===== config.mk =====
export PLATFORM = sky130hd
export DESIGN_NAME = prbs31_par_gen
export DESIGN_NICKNAME = d
export VERILOG_FILES = /design/src/rtl/prbs31_pkg.sv /design/src/rtl/prbs31_par_gen.sv
export SDC_FILE = /design/constraint.sdc
export NUM_CORES = 1
export LEC_CHECK = 0
export ABC_CLOCK_PERIOD_IN_PS = 1070
export CORE_UTILIZATION = 56
export DETAILED_ROUTE_END_ITERATION = 7
export DONT_BUFFER_PORTS = 1
export MAX_ROUTING_LAYER = met4
export PLACE_DENSITY = 0.83
export REMOVE_ABC_BUFFERS = 1
export SLEW_MARGIN = 20
export SYNTH_ARGS = -nofsm -noshare
export SYNTH_HDL_FRONTEND = slang
export SYNTH_SLANG_ARGS = --single-unit

===== constraint.sdc =====
create_clock -name clk -period 1.07 [get_ports clk]
set_input_delay 0.214 -clock clk [delete_from_list [all_inputs] [get_ports clk]]
set_output_delay 0.214 -clock clk [all_outputs]
set_load 0.005 [all_outputs]

===== src/rtl/prbs31_pkg.sv =====
// prbs31_pkg: shared types, constants and helper functions for the PRBS31
// (x^31 + x^28 + 1) receive checker and its parallel LFSR generator.
//
// Contents:
//   chk_state_e     checker state encoding (HUNT=0, VERIFY=1, LOCKED=2)
//   PRBS31_LEN/TAP  recurrence taps: s[n] = s[n-31] ^ s[n-28]
//   PRBS31_MAX_W    widest data word the helpers support
//   prbs31_next     next PRBS31_MAX_W sequence bits following a 31-bit history
//   prbs31_is_zero  all-zero word test (LFSR lock-up guard)
package prbs31_pkg;

    typedef enum logic [1:0] {
        HUNT   = 2'd0,
        VERIFY = 2'd1,
        LOCKED = 2'd2
    } chk_state_e;

    localparam int PRBS31_LEN   = 31;
    localparam int PRBS31_TAP   = 28;
    localparam int PRBS31_MAX_W = 256;

    // Only the last 31 bits of a word determine everything that follows it,
    // so the parallel step takes that tail and unrolls the recurrence.
    // Bit 0 of tail and of the result is the earliest in sequence order;
    // callers keep the low W bits of the result.
    function automatic logic [PRBS31_MAX_W-1:0] prbs31_next(
        input logic [PRBS31_LEN-1:0] tail
    );
        logic [PRBS31_MAX_W+PRBS31_LEN-1:0] ext;
        ext = '0;
        ext[PRBS31_LEN-1:0] = tail;
        for (int i = PRBS31_LEN; i < PRBS31_MAX_W + PRBS31_LEN; i++) begin
            ext[i] = ext[i-PRBS31_LEN] ^ ext[i-PRBS31_TAP];
        end
        return ext[PRBS31_MAX_W+PRBS31_LEN-1:PRBS31_LEN];
    endfunction

    function automatic logic prbs31_is_zero(input logic [PRBS31_MAX_W-1:0] word);
        return (word == '0);
    endfunction

endpackage


===== src/rtl/prbs31_par_gen.sv =====
// prbs31_par_gen: registered W-bit parallel PRBS31 generator.
// Holds the last 31 sequence bits; word is the W bits that follow them.
//
// Ports:
//   clk   in   1   clock
//   rst   in   1   synchronous active-high reset (clears the LFSR)
//   load  in   1   replace the LFSR with seed (wins over adv)
//   adv   in   1   step the LFSR forward by W bits
//   seed  in   31  history bits to load, bit 0 earliest
//   word  out  W   next W sequence bits, bit 0 earliest
module prbs31_par_gen
    import prbs31_pkg::*;
#(
    parameter int W = 32
) (
    input  logic                  clk,
    input  logic                  rst,
    input  logic                  load,
    input  logic                  adv,
    input  logic [PRBS31_LEN-1:0] seed,
    output logic [W-1:0]          word
);

    logic [PRBS31_LEN-1:0] lfsr_q;
    logic [PRBS31_LEN-1:0] lfsr_d;

    // After advancing, the new history is simply the top 31 bits of the
    // word just produced.
    always_comb begin
        word   = W'(prbs31_next(lfsr_q));
        lfsr_d = lfsr_q;
        if (load) begin
            lfsr_d = seed;
        end else if (adv) begin
            lfsr_d = word[W-1:W-PRBS31_LEN];
        end
    end

    always_ff @(posedge clk) begin
        if (rst) begin
            lfsr_q <= '0;
        end else begin
            lfsr_q <= lfsr_d;
        end
    end

endmodule


==> results of run 1 <==
==> Yosys cell counts <==
| master | instances |
|---|---|
| buf_2 | 3 |
| a221oi_1 | 3 |
| clkbuf_1 | 8 |
| nand2_1 | 31 |
| xor3_1 | 3 |
| nor2_1 | 54 |
| inv_1 | 4 |
| dfxtp_1 | 31 |
| o22ai_1 | 1 |
| o32ai_1 | 9 |
| buf_6 | 4 |
| o32ai_2 | 18 |
| xor2_1 | 29 |
| a21oi_1 | 3 |
| mux2i_1 | 1 |
| buf_1 | 2 |
| or2_1 | 1 |
==> per-stage QoR <==
stage	hold slack [ns]	cell area [sq um]	util	worst slack [ns]	setup TNS [ns]
after floorplan	0.293	1720	-	-0.232	-6.49
after global placement	0.298	2090	0.685	-0.0172	-0.0334
after detailed placement	0.301	2090	0.685	-0.0681	-0.282
after CTS	-0.0697	2670	0.876	-0.382	-6.81
==> timing repair <==
action / 4_1_cts
pin swaps: 24
endpoints found under the setup margin: 37
gates resized for setup: 91
hold endpoints to repair: 31
buffers inserted: 22
cloned: 0
==> kinds of logic after synthesis <==
logic type	Yosys count
AND/OR/NAND/NOR	86
AO/OA/AOI/OAI	34
XOR/XNOR	32
flip-flops	31
buffers and inverters	21
multiplexers	1
==> reports/results.env, run 1 <==
YOSYS.AREA_SHARE.ADDER=0
PLACE_HPWL_MICRONS=2960
NETLIST_AREA_SQ_MM=0.00181
CLKSINKCOUNT=31
CLOCK_BUFFER_DEPTH=2
GRT_START_MAX_NET_PINS=36
LAST-STAGE-REACHED='global routing'
YOSYS_WARNINGS=0
SYNTHDISTINCTLIBCELLS=17
DOMINANT_COMBINATIONAL_CELL_FAMILY_BY_AREA_AFTER_SYNTHESIS='compound AO/OA/AOI/OAI gates'
DIE_X_MICRONS=58.9
GP_ROUTABILITY_CONGESTION=0.807
POSTSYNTHAREAPERCELL_SQ_UM=8.84
YOSYS.AREA_SHARE.SIMPLE=0.179
RUN_STATUS='aborted with a tool error'
INITIAL_ANTENNA_VIOLATION_COUNT=0
NETLIST.AREA_LEADER.SHARE=0.342
TRITONCTS_BUFFERS=5
FIRST-ERROR='[ERROR DPL-0033] detailed placement checks failed during check placement.'
POSTSYNTHREGISTERBITS=31
DP_CELLS=273
INITIAL_UTILIZATION=0.594
FP-ROW-COUNT=20
CTS.ROOT.BUFFER_CELL='clkbuf_4'
CTS.HTREE.LEVELS=2
SYNTH_XOR_AREA_FRAC=0.179
YOSYS.AREA.TOP_TYPE='dfxtp_1'
DESIGN.PORTCOUNT=67
PLACE.PORT_BUFFERS=0
YS_TOP_CELLS_BY_AREA='dfxtp_1 34%, o32ai_2 16%, xor2_1 14%, nor2_1 11%, nand2_1 6.4%'
SYNTHMUXAREASHARE=0.00552
DIE_HEIGHT_MICRONS=58.9
POST_SYNTH_INST_COUNT=205
SYNTH_SEQUENTIAL_AREA_RATIO=0.342
SYNTH-COMPOUND-AREA-SHARE=0.231
==> run 2: changes to the inputs <==
ABC_CLOCK_PERIOD_IN_PS = 1390   (was 1070)
CORE_UTILIZATION = 40   (was 56)
MAX_ROUTING_LAYER = default   (was met4)
PLACE_DENSITY = default   (was 0.83)
PLACE_DENSITY_LB_ADDON = 0.15   (was default)
clock period = 1.39 ns   (was 1.07 ns; I/O delays follow)
==> reports/results.env, run 2 <==
FINALSETUPVIOLATIONS=0
ROUTE.FINAL.WIRE_LENGTH_MICRONS=4560
YS.FLOP_TYPE='dfxtp_1'  # unchanged
FINALMAXSLEWVIOLATIONS=0
POST_SYNTH_INST_COUNT=205  # unchanged
REQUIRED_NS=1.11
CLOCK_BUFFER_DEPTH=2  # unchanged
MAX-VDD-IR-DROP_uV=474
SLEW_HEADROOM=0.799
CTS_TREE='done'
FINALNETCOUNT=238
FIRST_GLOBAL_VIAS=1465
SYNTHTOLAYOUTAREAGROWTH_PCT=7.25
AREA.SEQUENTIAL_SQ_UM=636
WORST_PATH_BUFS_INVS=0
POSTSYNTHREGISTERBITS=31  # unchanged
SYNTH-ASYNC-RESET-RATIO=0  # unchanged
TIGHTEST_SLEW_NS=0.301
NETLIST.AREA_LEADER.SHARE=0.342  # unchanged
SYNTH_ENABLE_FLOP_CELLS=0  # unchanged
DIE_HEIGHT_MICRONS=69.3  # was 58.9 microns
INITIALDRTVIOLATIONCOUNT=69
GRT_FIRST_PASS_WIRELENGTH_MICRONS=7520
MOST-COMMON-LAYOUT-CELLS='54 x nor2_1, 31 x nand2_1, 29 x xor2_1, 25 x dfxtp_1, 18 x o32ai_2'
DRV_CAP=0
PLACE.PORT_BUFFERS=0  # unchanged
CORE-AREA_SQ_MM=0.00435
CLOCK_INSERTION_DELAY_WORST_SKEW_NS=0.28
GRT.OVERFLOW.TOTAL=0
CRITICAL_PATH.STARTPOINT_TYPE='register'
SETUP.WORST_PATH.CLASS='register to output pin'
UTILIZATION=0.447
WL_PER_CELL_MICRONS=17.9
GP_ROUTABILITY_CONGESTION=0.787  # was 0.807
CLKSINKCOUNT=31  # unchanged
FP-ROW-COUNT=24  # was 20
WORSTPATHARRIVAL_NS=1.10
VIAS_PER_CELL=5.59
CRITICAL-PATH-TOP-DELAY-FAMILY='XOR/XNOR gates'
INITIAL_UTILIZATION=0.416  # was 0.594
CRIT_PATH_TOP_DELAY_CELL='xor3_2'
GRT_SETUP_UNREPAIRED='true'
DRIVE_GT1_FRAC=0.197
YS_TOP_CELLS_BY_AREA='dfxtp_1 34%, o32ai_2 16%, xor2_1 14%, nor2_1 11%, nand2_1 6.4%'  # unchanged
FLOORPLAN.DIE_AREA_SQ_MM=0.00481
TIMING.CRITICAL_PATH.TO_TYPE='output pin'
GRT_START_MAX_NET_PINS=36
TOP_REGS='lfsr_q (31)'
WORST_SETUP_HOLD_PATH_CLK_SLEW_NS=0.06
INITIAL_ANTENNA_VIOLATION_COUNT=0
NETLIST_AREA_SQ_MM=0.00181  # unchanged
MIN-DELAY-PATH-CLASS='input pin to register'
TOTAL_ROUTING_USAGE_REPORTED_BY_GLOBAL_ROUTING=0.199
POSTSYNTHAREAPERCELL_SQ_UM=8.84  # unchanged
RUN_STATUS='finished clean'  # was aborted with a tool error
POWER-PER-CELL-AREA_mW_PER_MM2=1160
HOLD_BUFFERS=0
DIE_X_MICRONS=69.3  # was 58.9 microns
ROUTE.DETAILED.DRC=0
CLOCK_SKEW_NS=0.00706
TRITONCTS_BUFFERS=5  # unchanged
TIMING.CRITICAL_PATH.CELLS='xor3_2'
YOSYSMOSTFREQUENTCELL='nor2_1'  # unchanged
ROUTED_ANTENNA_NETS=0
DESIGN.PORTCOUNT=67  # unchanged
CTS.ROOT.BUFFER_CELL='clkbuf_8'  # was clkbuf_4
SYNTH_SEQUENTIAL_AREA_RATIO=0.342  # unchanged
FINAL.PERIOD_UTILIZATION=0.992
SYNTHDISTINCTLIBCELLS=17  # unchanged
DIODES=0
MAX_STAGE_DELAY_NS=0.47
YOSYS_WARNINGS=0  # unchanged
FMAXACHIEVABLE_GHz=0.725
DETAILEDROUTE.FIRSTPASSITERATIONCOUNT=4
P_LEAK_nW=0.871
FINAL-HOLD-VIOLATION-COUNT=0
MOST_COMMON_LIBRARY_CELL_IN_THE_LAYOUT_IGNORING_FILL_AND_TAPS='nor2_1'
TOP_REGISTER='lfsr_q'
CRIT_PATH_MAX_FANOUT=3
YS_TOP_CELLS_BY_COUNT='54 x nor2_1, 31 x dfxtp_1, 31 x nand2_1'  # unchanged
LARGEST_REGISTER_FF_COUNT=31
FINAL_PERIOD_MINUS_WORST_SETUP_SLACK_NS=1.38
CTS.HTREE.LEVELS=2  # unchanged
FOOTPRINT_OF_THE_MULTI_INPUT_GATES_SQ_MM=0.00108
ROUTE.VIAS.TOTAL=1426
PLACE_HPWL_MICRONS=3160  # was 2960 microns
YOSYS.AREA.TOP_TYPE='dfxtp_1'  # unchanged
FINAL.SETUP.TNS_NS=0
FILL_CELLS=450
## run 2: cell counts after synthesis
No cell type changed its count.
## run 2: cell families after synthesis
family	after synthesis	synth area share
xor+xnor	32	0.179
simple gates	86	0.179
compound gates	34	0.231
mux	1	0.00552
flops	31	0.342
buf+inv	21	0.0621
## run 2: stage by stage
step	area, sq um	total power [mW]	hold slack (ns)	worst slack [ns]	instances
after floorplan	1720	1.44	0.357	0.0236	188
after global placement	1810	1.53	0.366	0.257	244
after detailed placement	1810	1.55	0.367	0.213	244
after CTS	1930	2.28	0.0591	0.00263	254
after global routing	1940	2.40	0.0471	-0.0244	255
final	1940	2.26	0.0679	0.0111	255
## run 2: final timing paths
| check | from | endpoint | slack, ns | cells past startpoint |
|---|---|---|---|---|
| worst max-delay path | lfsr_q[28]$_SDFFE_PP0P_ | word[28] | 0.01 | 1 |
| worst min-delay path | rst | lfsr_q[29]$_SDFFE_PP0P_ | 0.07 | 1 |
| worst max register to register | lfsr_q[4]$_SDFFE_PP0P_ | lfsr_q[0]$_SDFFE_PP0P_ | 0.21 | 4 |
| worst min register to register | lfsr_q[30]$_SDFFE_PP0P_ | lfsr_q[30]$_SDFFE_PP0P_ | 0.57 | 2 |
## run 2: final cells by class
type                    instances  area share
multi-input cells             153       0.556
well taps                      52      0.0335
flip-flops and latches         31       0.327
inverters                       4     0.00772
clock buffers                   6      0.0425
repair buffers                  8      0.0309
clock inverters                 1     0.00257
## run 2: report_power, final
group	switching (mW)	leakage [nW]	internal, mW
Clock	0.326	0.0470	0.388
Combinational	0.270	0.563	0.220
Sequential	0.0845	0.260	0.966
Total	0.681	0.871	1.57
## run 2: repair_timing
item,4_1_cts,5_1_grt
pin swaps,3,2
hold endpoints to repair,0,0
resized for setup,7,3
setup endpoints to repair,3,2
buffers inserted,3,1
## run 2: layer usage
| layer | wire length, microns | part of all wire | track usage |
|---|---|---|---|
| met3 | 307 | 0.067 | 0.0640 |
| met5 | 0 | 0 | 0 |
| met2 | 2160 | 0.47 | 0.324 |
| met4 | 51 | 0.011 | 0.0612 |
| met1 | 2030 | 0.45 | 0.249 |
Power figures use the tool's default switching activity.
